<file path="config.mk">
export PLATFORM = sky130hd
export DESIGN_NAME = irq_pend_ctrl_flat
export DESIGN_NICKNAME = d
export VERILOG_FILES = /design/src/rtl/irq_pend_ctrl_pkg.sv /design/src/rtl/irq_pend_ctrl_if.sv /design/src/rtl/irq_pend_ctrl_edge_cap.sv /design/src/rtl/irq_pend_ctrl.sv /design/src/flat_wrapper.sv
export SDC_FILE = /design/constraint.sdc
export NUM_CORES = 1
export LEC_CHECK = 0
export CORE_MARGIN = 3
export CORE_UTILIZATION = 34
export DETAILED_ROUTE_END_ITERATION = 16
export GPL_ROUTABILITY_DRIVEN = 0
export HOLD_SLACK_MARGIN = 0.12
export PLACE_DENSITY = 0.84
export SLEW_MARGIN = 40
export SYNTH_ARGS = -nofsm -noshare
export SYNTH_HDL_FRONTEND = slang
export SYNTH_SLANG_ARGS = --single-unit
</file>
<file path="constraint.sdc">
create_clock -name clk -period 1.29 [get_ports clk]
set_clock_uncertainty 0.2 [all_clocks]
set_input_delay 0.387 -clock clk [delete_from_list [all_inputs] [get_ports clk]]
set_output_delay 0.387 -clock clk [all_outputs]
set_load 0.02 [all_outputs]
</file>
<file path="src/rtl/irq_pend_ctrl_pkg.sv">
// ----------------------------------------------------------------------------
// irq_pkg
// Shared types and constants for the interrupt pending/acknowledge controller.
//   state_t    : controller FSM state encoding
//   IRQ_N      : number of request lines (matches encoder A width)
//   IRQ_IDW    : interrupt ID width (matches encoder Y width)
//   id_to_mask : one-hot vector selecting the pending bit for an ID
// ----------------------------------------------------------------------------
package irq_pkg;

    localparam int IRQ_N   = 8;
    localparam int IRQ_IDW = 3;

    typedef enum logic [1:0] {
        IDLE    = 2'd0,
        REQ     = 2'd1,
        SERVICE = 2'd2
    } state_t;

    function automatic logic [IRQ_N-1:0] id_to_mask(input logic [IRQ_IDW-1:0] id);
        logic [IRQ_N-1:0] m;
        m     = '0;
        m[id] = 1'b1;
        return m;
    endfunction

endpackage

</file>
<file path="src/rtl/irq_pend_ctrl_if.sv">
// ----------------------------------------------------------------------------
// irq_pend_ctrl_if
// Bundles the request lines, encoder hookup and CPU handshake of
// irq_pend_ctrl.
//   irq, mask          : raw request lines and per-line encode mask
//   pend_a             : masked pending vector toward the encoder A input
//   enc_valid, enc_y   : encoder result
//   int_req, int_id    : interrupt request / ID toward the CPU
//   int_ack, eoi       : CPU accept and end-of-interrupt pulses
//   pending            : raw pending register for status readback
// Modports: slave = controller side, master = environment (sources, encoder,
// CPU).
// ----------------------------------------------------------------------------
interface irq_pend_ctrl_if;
    import irq_pkg::*;

    logic [IRQ_N-1:0]   irq;
    logic [IRQ_N-1:0]   mask;
    logic [IRQ_N-1:0]   pend_a;
    logic               enc_valid;
    logic [IRQ_IDW-1:0] enc_y;
    logic               int_req;
    logic [IRQ_IDW-1:0] int_id;
    logic               int_ack;
    logic               eoi;
    logic [IRQ_N-1:0]   pending;

    modport slave (
        input  irq, mask, enc_valid, enc_y, int_ack, eoi,
        output pend_a, int_req, int_id, pending
    );

    modport master (
        output irq, mask, enc_valid, enc_y, int_ack, eoi,
        input  pend_a, int_req, int_id, pending
    );

endinterface

</file>
<file path="src/rtl/irq_pend_ctrl_edge_cap.sv">
// ----------------------------------------------------------------------------
// irq_edge_cap
// Rising-edge capture of request lines into a set/clear pending register.
//   clk, rst_n : clock, async active-low reset
//   irq        : raw request lines (level-held by sources)
//   clr        : per-bit retire request from the controller
//   pending    : captured pending bits
// A bit that sees a new rising edge on the same cycle it is retired stays
// set, so an edge arriving during the acknowledge is never lost.
// ----------------------------------------------------------------------------
module irq_edge_cap
    import irq_pkg::*;
#(
    parameter int N = IRQ_N
) (
    input  logic         clk,
    input  logic         rst_n,
    input  logic [N-1:0] irq,
    input  logic [N-1:0] clr,
    output logic [N-1:0] pending
);

    logic [N-1:0] irq_d;
    logic [N-1:0] rise;

    assign rise = irq & ~irq_d;

    always_ff @(posedge clk or negedge rst_n) begin
        if (!rst_n) begin
            irq_d   <= '0;
            pending <= '0;
        end else begin
            irq_d   <= irq;
            pending <= (pending & ~clr) | rise;
        end
    end

endmodule

</file>
<file path="src/rtl/irq_pend_ctrl.sv">
// ----------------------------------------------------------------------------
// irq_pend_ctrl
// Interrupt pending/acknowledge controller placed around an external 8-input
// priority encoder. Request edges are latched into a pending register, the
// masked vector is handed to the encoder, and the encoder's choice is offered
// to the CPU with a request/acknowledge/end-of-interrupt handshake.
//   clk, rst_n : clock, async active-low reset
//   bus        : irq_pend_ctrl_if.slave (see interface header)
// Build option: IRQ_PREEMPT_EN lets a higher-priority source replace the
// offered ID while the request is still unacknowledged.
//
//   state   | meaning
//   --------+-----------------------------------------------------
//   IDLE    | no interrupt offered; waiting for encoder valid
//   REQ     | int_req high, int_id offered, waiting for int_ack
//   SERVICE | CPU servicing int_id, waiting for eoi
// ----------------------------------------------------------------------------
module irq_pend_ctrl
    import irq_pkg::*;
(
    input  logic            clk,
    input  logic            rst_n,
    irq_pend_ctrl_if.slave  bus
);

    state_t             state_q;
    state_t             state_d;
    logic [IRQ_IDW-1:0] int_id_q;
    logic [IRQ_IDW-1:0] int_id_d;
    logic [IRQ_N-1:0]   clr;
    logic [IRQ_N-1:0]   pending;

    irq_edge_cap #(.N(IRQ_N)) u_edge_cap (
        .clk     (clk),
        .rst_n   (rst_n),
        .irq     (bus.irq),
        .clr     (clr),
        .pending (pending)
    );

    assign bus.pending = pending;
    assign bus.pend_a  = pending & ~bus.mask;
    assign bus.int_id  = int_id_q;

    always_ff @(posedge clk or negedge rst_n) begin
        if (!rst_n) begin
            state_q  <= IDLE;
            int_id_q <= '0;
        end else begin
            state_q  <= state_d;
            int_id_q <= int_id_d;
        end
    end

    always_comb begin
        state_d = state_q;
        case (state_q)
            IDLE:    if (bus.enc_valid) state_d = REQ;
            REQ:     if (bus.int_ack)   state_d = SERVICE;
            SERVICE: if (bus.eoi)       state_d = IDLE;
            default:                    state_d = IDLE;
        endcase
    end

    always_comb begin
        int_id_d    = int_id_q;
        clr         = '0;
        bus.int_req = 1'b0;
        case (state_q)
            IDLE: begin
                if (bus.enc_valid) int_id_d = bus.enc_y;
            end
            REQ: begin
                bus.int_req = 1'b1;
                if (bus.int_ack) begin
                    // Retire the bit that was actually offered, even if its
                    // line has since been masked.
                    clr = id_to_mask(int_id_q);
                end
`ifdef IRQ_PREEMPT_EN
                else if (bus.enc_valid && (bus.enc_y > int_id_q)) begin
                    int_id_d = bus.enc_y;
                end
`endif
            end
            default: ;
        endcase
    end

endmodule

</file>
<file path="src/flat_wrapper.sv">
// flat-port wrapper written by rule: the top's interface ports become plain ports
module irq_pend_ctrl_flat import irq_pkg::*;
  (clk, rst_n, bus_irq, bus_mask, bus_enc_valid, bus_enc_y, bus_int_ack, bus_eoi, bus_pend_a, bus_int_req, bus_int_id, bus_pending);
  irq_pend_ctrl_if bus_i ();
  input  logic clk;
  input  logic rst_n;
  input wire logic [$bits(bus_i.irq)-1:0] bus_irq;
  input wire logic [$bits(bus_i.mask)-1:0] bus_mask;
  input wire logic [$bits(bus_i.enc_valid)-1:0] bus_enc_valid;
  input wire logic [$bits(bus_i.enc_y)-1:0] bus_enc_y;
  input wire logic [$bits(bus_i.int_ack)-1:0] bus_int_ack;
  input wire logic [$bits(bus_i.eoi)-1:0] bus_eoi;
  output wire logic [$bits(bus_i.pend_a)-1:0] bus_pend_a;
  output wire logic [$bits(bus_i.int_req)-1:0] bus_int_req;
  output wire logic [$bits(bus_i.int_id)-1:0] bus_int_id;
  output wire logic [$bits(bus_i.pending)-1:0] bus_pending;
  assign bus_i.irq = bus_irq;
  assign bus_i.mask = bus_mask;
  assign bus_i.enc_valid = bus_enc_valid;
  assign bus_i.enc_y = bus_enc_y;
  assign bus_i.int_ack = bus_int_ack;
  assign bus_i.eoi = bus_eoi;
  assign bus_pend_a = bus_i.pend_a;
  assign bus_int_req = bus_i.int_req;
  assign bus_int_id = bus_i.int_id;
  assign bus_pending = bus_i.pending;
  irq_pend_ctrl u_core (.clk(clk), .rst_n(rst_n), .bus(bus_i));
endmodule
</file>
# [Word-level counts from Yosys, hierarchy flattened]
# Index checks and enable logic that the tools add are counted.
[word_totals] reg_bits=21 inputBits=24 word_cells=31
[op_classes] n_lt_le_gt_ge=2 eq_ne=5 mux=9 bitwise_logic=7 n_reduce_logical=4
[ops] op="8-bit bitwise AND" count=3
[ops] op="8-bit inverter" count=3
[ops] op="8-bit 2-to-1 mux" count=2
[ops] op="8-bit bitwise OR" count=1
[ops] op="2-bit 2-to-1 mux" count=3
[ops] op="2-bit inequality test (second input constant)" count=3
[ops] op="2-bit one-hot mux with 3 select lines" count=1
[ops] op="3-bit by 4-bit < comparator with 1-bit output (second input constant)" count=1
[ops] op="1-bit demux with 3-bit select" count=1
[ops] op="3-bit by 1-bit >= comparator with 1-bit output (second input constant)" count=1
[ops] op="3-bit AND reduction" count=1
[ops] op="2-bit by 1-bit == test with 1-bit output (second input constant)" count=1
[ops] op="2-bit == test (second input constant)" count=1
[ops] op="2-bit zero test" count=1
[ops] op="1-bit 2-to-1 mux" count=2
[ops] op="2-bit AND reduction" count=1
[ops] op="1-bit logical AND" count=1

# [Depth between registers and ports, before layout]
[depth] depth_word=9 depth_mapped=3 mapped_depth_nobuf=3

# [By module]
# A second synthesis with hierarchy kept.
[unflattened] cells_unflattened=77 area_unflattened_um2=903.4
[modules_own_cells] mod="irq_edge_cap" n_inst=1 cells_each=40 area_per_inst_um2=560.5
[modules_own_cells] mod="irq_pend_ctrl" n_inst=1 cells_each=37 area_per_inst_um2=342.8

# [Least setup slack after synthesis]
# No wires, ideal clock.
[synth_timing] path_kind="register to output" start="register u_core.state_q[0]" end="output bus_int_req" arrival_ns=0.815 path_slack_ns=-0.112 stages_incl_launch_ff=2 n_path_buf=0 cell_sequence="dfrtp_1 -> nor2b_1"
[synth_between] elab_chain_cells=2
[synth_rtl] item="start: declaration" line_no="irq_pend_ctrl.sv:26" text="state_t state_q;"
[synth_rtl] item="start signal: assignment" line_no="irq_pend_ctrl.sv:50" text="state_q <= state_d;"
[synth_rtl] item="2-bit by 1-bit == test with 1-bit output" line_no="irq_pend_ctrl.sv:69" text="case (state_q)"
[synth_rtl] item="1-bit 2-to-1 mux" line_no="irq_pend_ctrl.sv:69"
[synth_rtl] item="end: declaration" line_no="flat_wrapper.sv:14" text="output wire logic [$bits(bus_i.int_req)-1:0] bus_int_req;"
# No other way between the ends.

# [Worst setup path after layout]
[layout_timing] start="register u_core.u_edge_cap.pending[7]" end="output bus_pend_a[7]"
[layout_between] elab_chain_cells=1
[layout_rtl] item="start: declaration" line_no="irq_pend_ctrl_edge_cap.sv:20" text="output logic [N-1:0] pending"
[layout_rtl] item="start signal: assignment" line_no="irq_pend_ctrl_edge_cap.sv:34" text="pending <= (pending & ~clr) | rise;"
[layout_rtl] item="8-bit bitwise AND" line_no="irq_pend_ctrl.sv:42" text="assign bus.pend_a = pending & ~bus.mask;"
[layout_rtl] item="end: declaration" line_no="flat_wrapper.sv:13" text="output wire logic [$bits(bus_i.pend_a)-1:0] bus_pend_a;"
# No other way between the ends.

==> impl_table.tex <==
\begin{tabular}{lr}
\hline
Metric & Value \\
\hline
\multicolumn{2}{l}{\textbf{Place}} \\
\quad Detailed-placement wirelength estimate & roughly 1700 um \\
\quad DP Cell Count & $\sim$150 \\
\quad Port buffer count & 43 \\
\multicolumn{2}{l}{\textbf{Worst setup path}} \\
\quad Endpoint of the most critical register-to-register path & u\_core.bus.int\_id[0]\$\_DFFE\_PN0P\_ \\
\quad Launching point of the worst reg2reg path & u\_core.state\_q[1]\$\_DFFE\_PN0P\_ \\
\quad Number of cell instances on the worst register-to-register path & 3 \\
\quad Data required time of the worst path & roughly 0.70 ns \\
\quad Flop-to-flop setup slack & -0.23 ns \\
\quad Critical path endpoint category & output pin \\
\quad Critical path start-end classification & reg2out \\
\quad Max FO, Critical Path & 3 \\
\quad Data arrival time of the critical path & 1.00 ns \\
\quad Type of element launching the critical path & flop \\
\multicolumn{2}{l}{\textbf{Die}} \\
\quad Total I/O pin count & 44 \\
\quad Die height & roughly 55 um \\
\quad Count of standard-cell rows & 17 \\
\quad Die Span X & 55.0 um \\
\quad Area of the die & slightly above 0.003 mm2 \\
\quad Initial cell density of the core & between 30 and 40\% \\
\quad Core Box Area & $\sim$0.0023 mm2 \\
\multicolumn{2}{l}{\textbf{Run}} \\
\quad Reported max-cap violation count & 0 \\
\multicolumn{2}{l}{\textbf{Power}} \\
\quad Sequential power share & a little over a third \\
\quad Portion of total power attributed to combinational logic & 52.0\% \\
\quad Worst ir drop on vdd & slightly above 800 uV \\
\quad Leakage power of the design & 0.000758 uW \\
\quad Clock network fraction of total power & about an eighth \\
\quad Switching Share & between 30\% and 40\% \\
\quad Net Sw Power & a little under 900 uW \\
\quad Cell-internal power & roughly 1600 uW \\
\quad Power per unit of standard cell area & 1620 mW/mm2 \\
\multicolumn{2}{l}{\textbf{Timing}} \\
\quad Smallest setup slack after layout & -0.294 ns \\
\quad Final worst-path cycle share & 123\% \\
\quad Worst hold slack & roughly 0.21 ns \\
\quad Final setup fails & 31 \\
\quad Slew headroom & 81.2\% \\
\quad Max-slew violation count & 0 \\
\quad Tmin final & about 1.6 ns \\
\quad RSZ-0062 raised after global routing & true \\
\quad Pin slew with the least headroom to its limit & between 0.2 and 0.3 ns \\
\quad Final number of hold-violating endpoints & 0 \\
\quad Peak clock frequency supported by timing & about 0.63 GHz \\
\multicolumn{2}{l}{\textbf{Detailed routing}} \\
\quad Initial DRC count & 4 \\
\quad Residual DRC & 0 \\
\quad Total number of vias & approximately 760 \\
\quad DRT Wirelength & approximately 2400 um \\
\quad DR vias/cell & 4.88 \\
\quad First-pass DRT Iterations & 3 \\
\quad Antenna-violating nets left & 0 \\
\quad Per-cell routed wire length & $\sim$15 um \\
\multicolumn{2}{l}{\textbf{Logic synthesis}} \\
\quad Seq/Total Area, Yosys & between 60\% and 70\% \\
\quad Post-synth design cell area & just over 800 um2 \\
\quad Dominant cell type by area after synthesis & sky130\_fd\_sc\_hd\_\_dfrtp\_1 \\
\quad Cell types occupying the most area after synthesis & sky130\_fd\_sc\_hd\_\_dfrtp\_1 (64\%), sky130\_fd\_sc\_hd\_\_nor2b\_1 (6.9\%), sky130\_fd\_sc\_hd\_\_o21ai\_0 (6.1\%) \\
\quad Number of different library cells in the post-synthesis netlist & 14 \\
\quad Number of synthesized register bits & 21 \\
\quad Syn nets & 93 \\
\quad Top-area cell type share of the netlist area & about 64\% \\
\quad Number of warnings reported in the yosys synthesis log & 0 \\
\quad Post-synthesis average cell area & about 12 um2 \\
\quad Cell count after synthesis & a little under 70 \\
\multicolumn{2}{l}{\textbf{Global routing}} \\
\quad Met3 Track Usage GR & around 3.8\% \\
\quad Total gr overflow & 0 \\
\quad Initial antenna violation count & 0 \\
\quad Busiest metal layer after global routing & met2 \\
\quad Met1 track demand over resource in global routing & between 10\% and 20\% \\
\quad Met2 track demand over resource in global routing & 27.8\% \\
\quad First-pass GRT wire length & between 3000 and 4000 um \\
\quad Tot GR Track Use & 16.2\% \\
\quad Vias in the first global route & $\sim$720 \\
\quad Maximum number of pins on one net before global-route repair & 22 \\
\multicolumn{2}{l}{\textbf{Layout}} \\
\quad Most frequent cells in the layout & sky130\_fd\_sc\_hd\_\_buf\_6 (21), sky130\_fd\_sc\_hd\_\_dfrtp\_1 (20), sky130\_fd\_sc\_hd\_\_clkdlybuf4s50\_1 (13) \\
\quad Syn-to-layout area delta & 89.9\% \\
\quad Proportion of layout cells with a drive suffix above 1 & between 40\% and 50\% \\
\quad Final instance count without filler cells & roughly 160 \\
\quad Most common cell after layout, fill and taps aside & sky130\_fd\_sc\_hd\_\_buf\_6 \\
\quad Number of diodes added for antenna fixing & 0 \\
\quad Total number of nets in the final design & between 150 and 200 \\
\multicolumn{2}{l}{\textbf{Clock tree}} \\
\quad Hold-fix buffers, CTS & 0 \\
\quad Max clock buf depth & 2 \\
\quad Cts bufs inserted & 3 \\
\quad Count of clock tree sinks & 21 \\
\quad CTS tree & yes \\
\quad Clock edge transition at the registers on the reported setup and hold paths & around 0.12 ns \\
\quad Clock insertion delay at the later pin of the skew report & 0.30 ns \\
\quad H-tree depth reported by CTS & 1 \\
\quad CTS Root Buffer Type & sky130\_fd\_sc\_hd\_\_clkbuf\_4 \\
\multicolumn{2}{l}{\textbf{Outcome}} \\
\quad Violated checks & setup timing \\
\quad Run status & complete, but fails checks \\
\multicolumn{2}{l}{\textbf{Worst hold path}} \\
\quad Hold Crit Class & in2async \\
\hline
\end{tabular}
-- metrics by stage --
stage | power (uW) | instance area, um2 | utilization, % | TNS [ns] | setup slack, ns
after floorplan | 1350 | 881 | - | -0.169 | -0.0434
after global placement | 1890 | 1410 | 62.6 | -15.31 | -0.834
after detailed placement | 1920 | 1410 | 62.6 | -15.96 | -0.853
after CTS | 2420 | 1510 | 66.8 | -6.11 | -0.302
after global routing | 2660 | 1550 | 68.8 | -7.84 | -0.366
final | 2510 | 1550 | 68.8 | -6.18 | -0.294
-- cell families after synthesis --
kind of cell / Yosys count / share of synthesized area [%]
DFF: 21 / 64.3
AOI/OAI and AO/OA: 17 / 11.0
muxes: 4 / 5.36
and+or+nand+nor: 18 / 15.2
buffers and inverters: 9 / 4.13
-- state kept, by name, indices dropped and copies added (netlist names) --
name / count
u_core.u_edge_cap.pending: 8
u_core.bus.int_id: 3
u_core.state_q: 2
u_core.u_edge_cap.irq_d: 8
-- critical path, cell delays in order, from the launching register on --
cell and delay (ns):
sky130_fd_sc_hd__dfrtp_1 0.43, sky130_fd_sc_hd__nor2b_4 0.14, sky130_fd_sc_hd__buf_6 0.12
-- power by group through the flow --
stage	Clock (uW)	Combinational, uW	Sequential, uW
after floorplan	0	320	1030
after global placement	0	1020	867
after detailed placement	0	1050	877
after CTS	324	1210	884
after global routing	365	1390	906
final	311	1310	893
-- final cells by class --
cell class	instances	area (um2)
inverters	9	33.8
clock buffers	3	22.5
multi-input cells	39	382
fillers	152	703
well taps	28	35.0
clock inverters	1	5.00
repair buffers	55	547
flip-flops and latches	21	527
-- worst max path at each step --
stage,from,endpoint,slack [ns],depth (start not counted)
3_3_place_gp,bus_mask[7],bus_pend_a[7],-0.83,3
4_1_cts,u_core.u_edge_cap.pending[6]$_DFF_PN0_,bus_pend_a[6],-0.30,2
2_1_floorplan,u_core.state_q[1]$_DFFE_PN0P_,u_core.bus.int_id[0]$_DFFE_PN0P_,-0.04,2
3_5_place_dp,bus_mask[6],bus_pend_a[6],-0.85,3
6_report,u_core.u_edge_cap.pending[7]$_DFF_PN0_,bus_pend_a[7],-0.29,2
5_1_grt,u_core.u_edge_cap.pending[5]$_DFF_PN0_,bus_pend_a[5],-0.37,2
-- per-layer routing --
metal	share of wire (%)	wire, um	vias up
met5	0	0	-
met4	0.67	16	0
met3	8.0	193	2
met2	52	1240	31
met1	39	948	381
li1	-	-	348
-- timing repair --
action | in CTS | in global routing
pin swaps | 6 | 4
gates cloned | 0 | 0
setup buffers | 3 | 2
endpoints found under the hold margin | 0 | 0
resized for setup | 143 | 8
endpoints found under the setup margin | 31 | 31
-- synth_stat cells --
cell type	number
sky130_fd_sc_hd__dfrtp_1	21
sky130_fd_sc_hd__inv_1	9
sky130_fd_sc_hd__mux2_1	3
sky130_fd_sc_hd__mux2i_1	1
sky130_fd_sc_hd__nand2_1	2
sky130_fd_sc_hd__nand2b_1	3
sky130_fd_sc_hd__nand4b_1	1
sky130_fd_sc_hd__nand4bb_2	1
sky130_fd_sc_hd__nor2_1	1
sky130_fd_sc_hd__nor2b_1	9
sky130_fd_sc_hd__nor3b_2	1
sky130_fd_sc_hd__o21ai_0	10
sky130_fd_sc_hd__o21ai_1	5
sky130_fd_sc_hd__o31ai_1	2
Power figures use the tool's default switching activity.
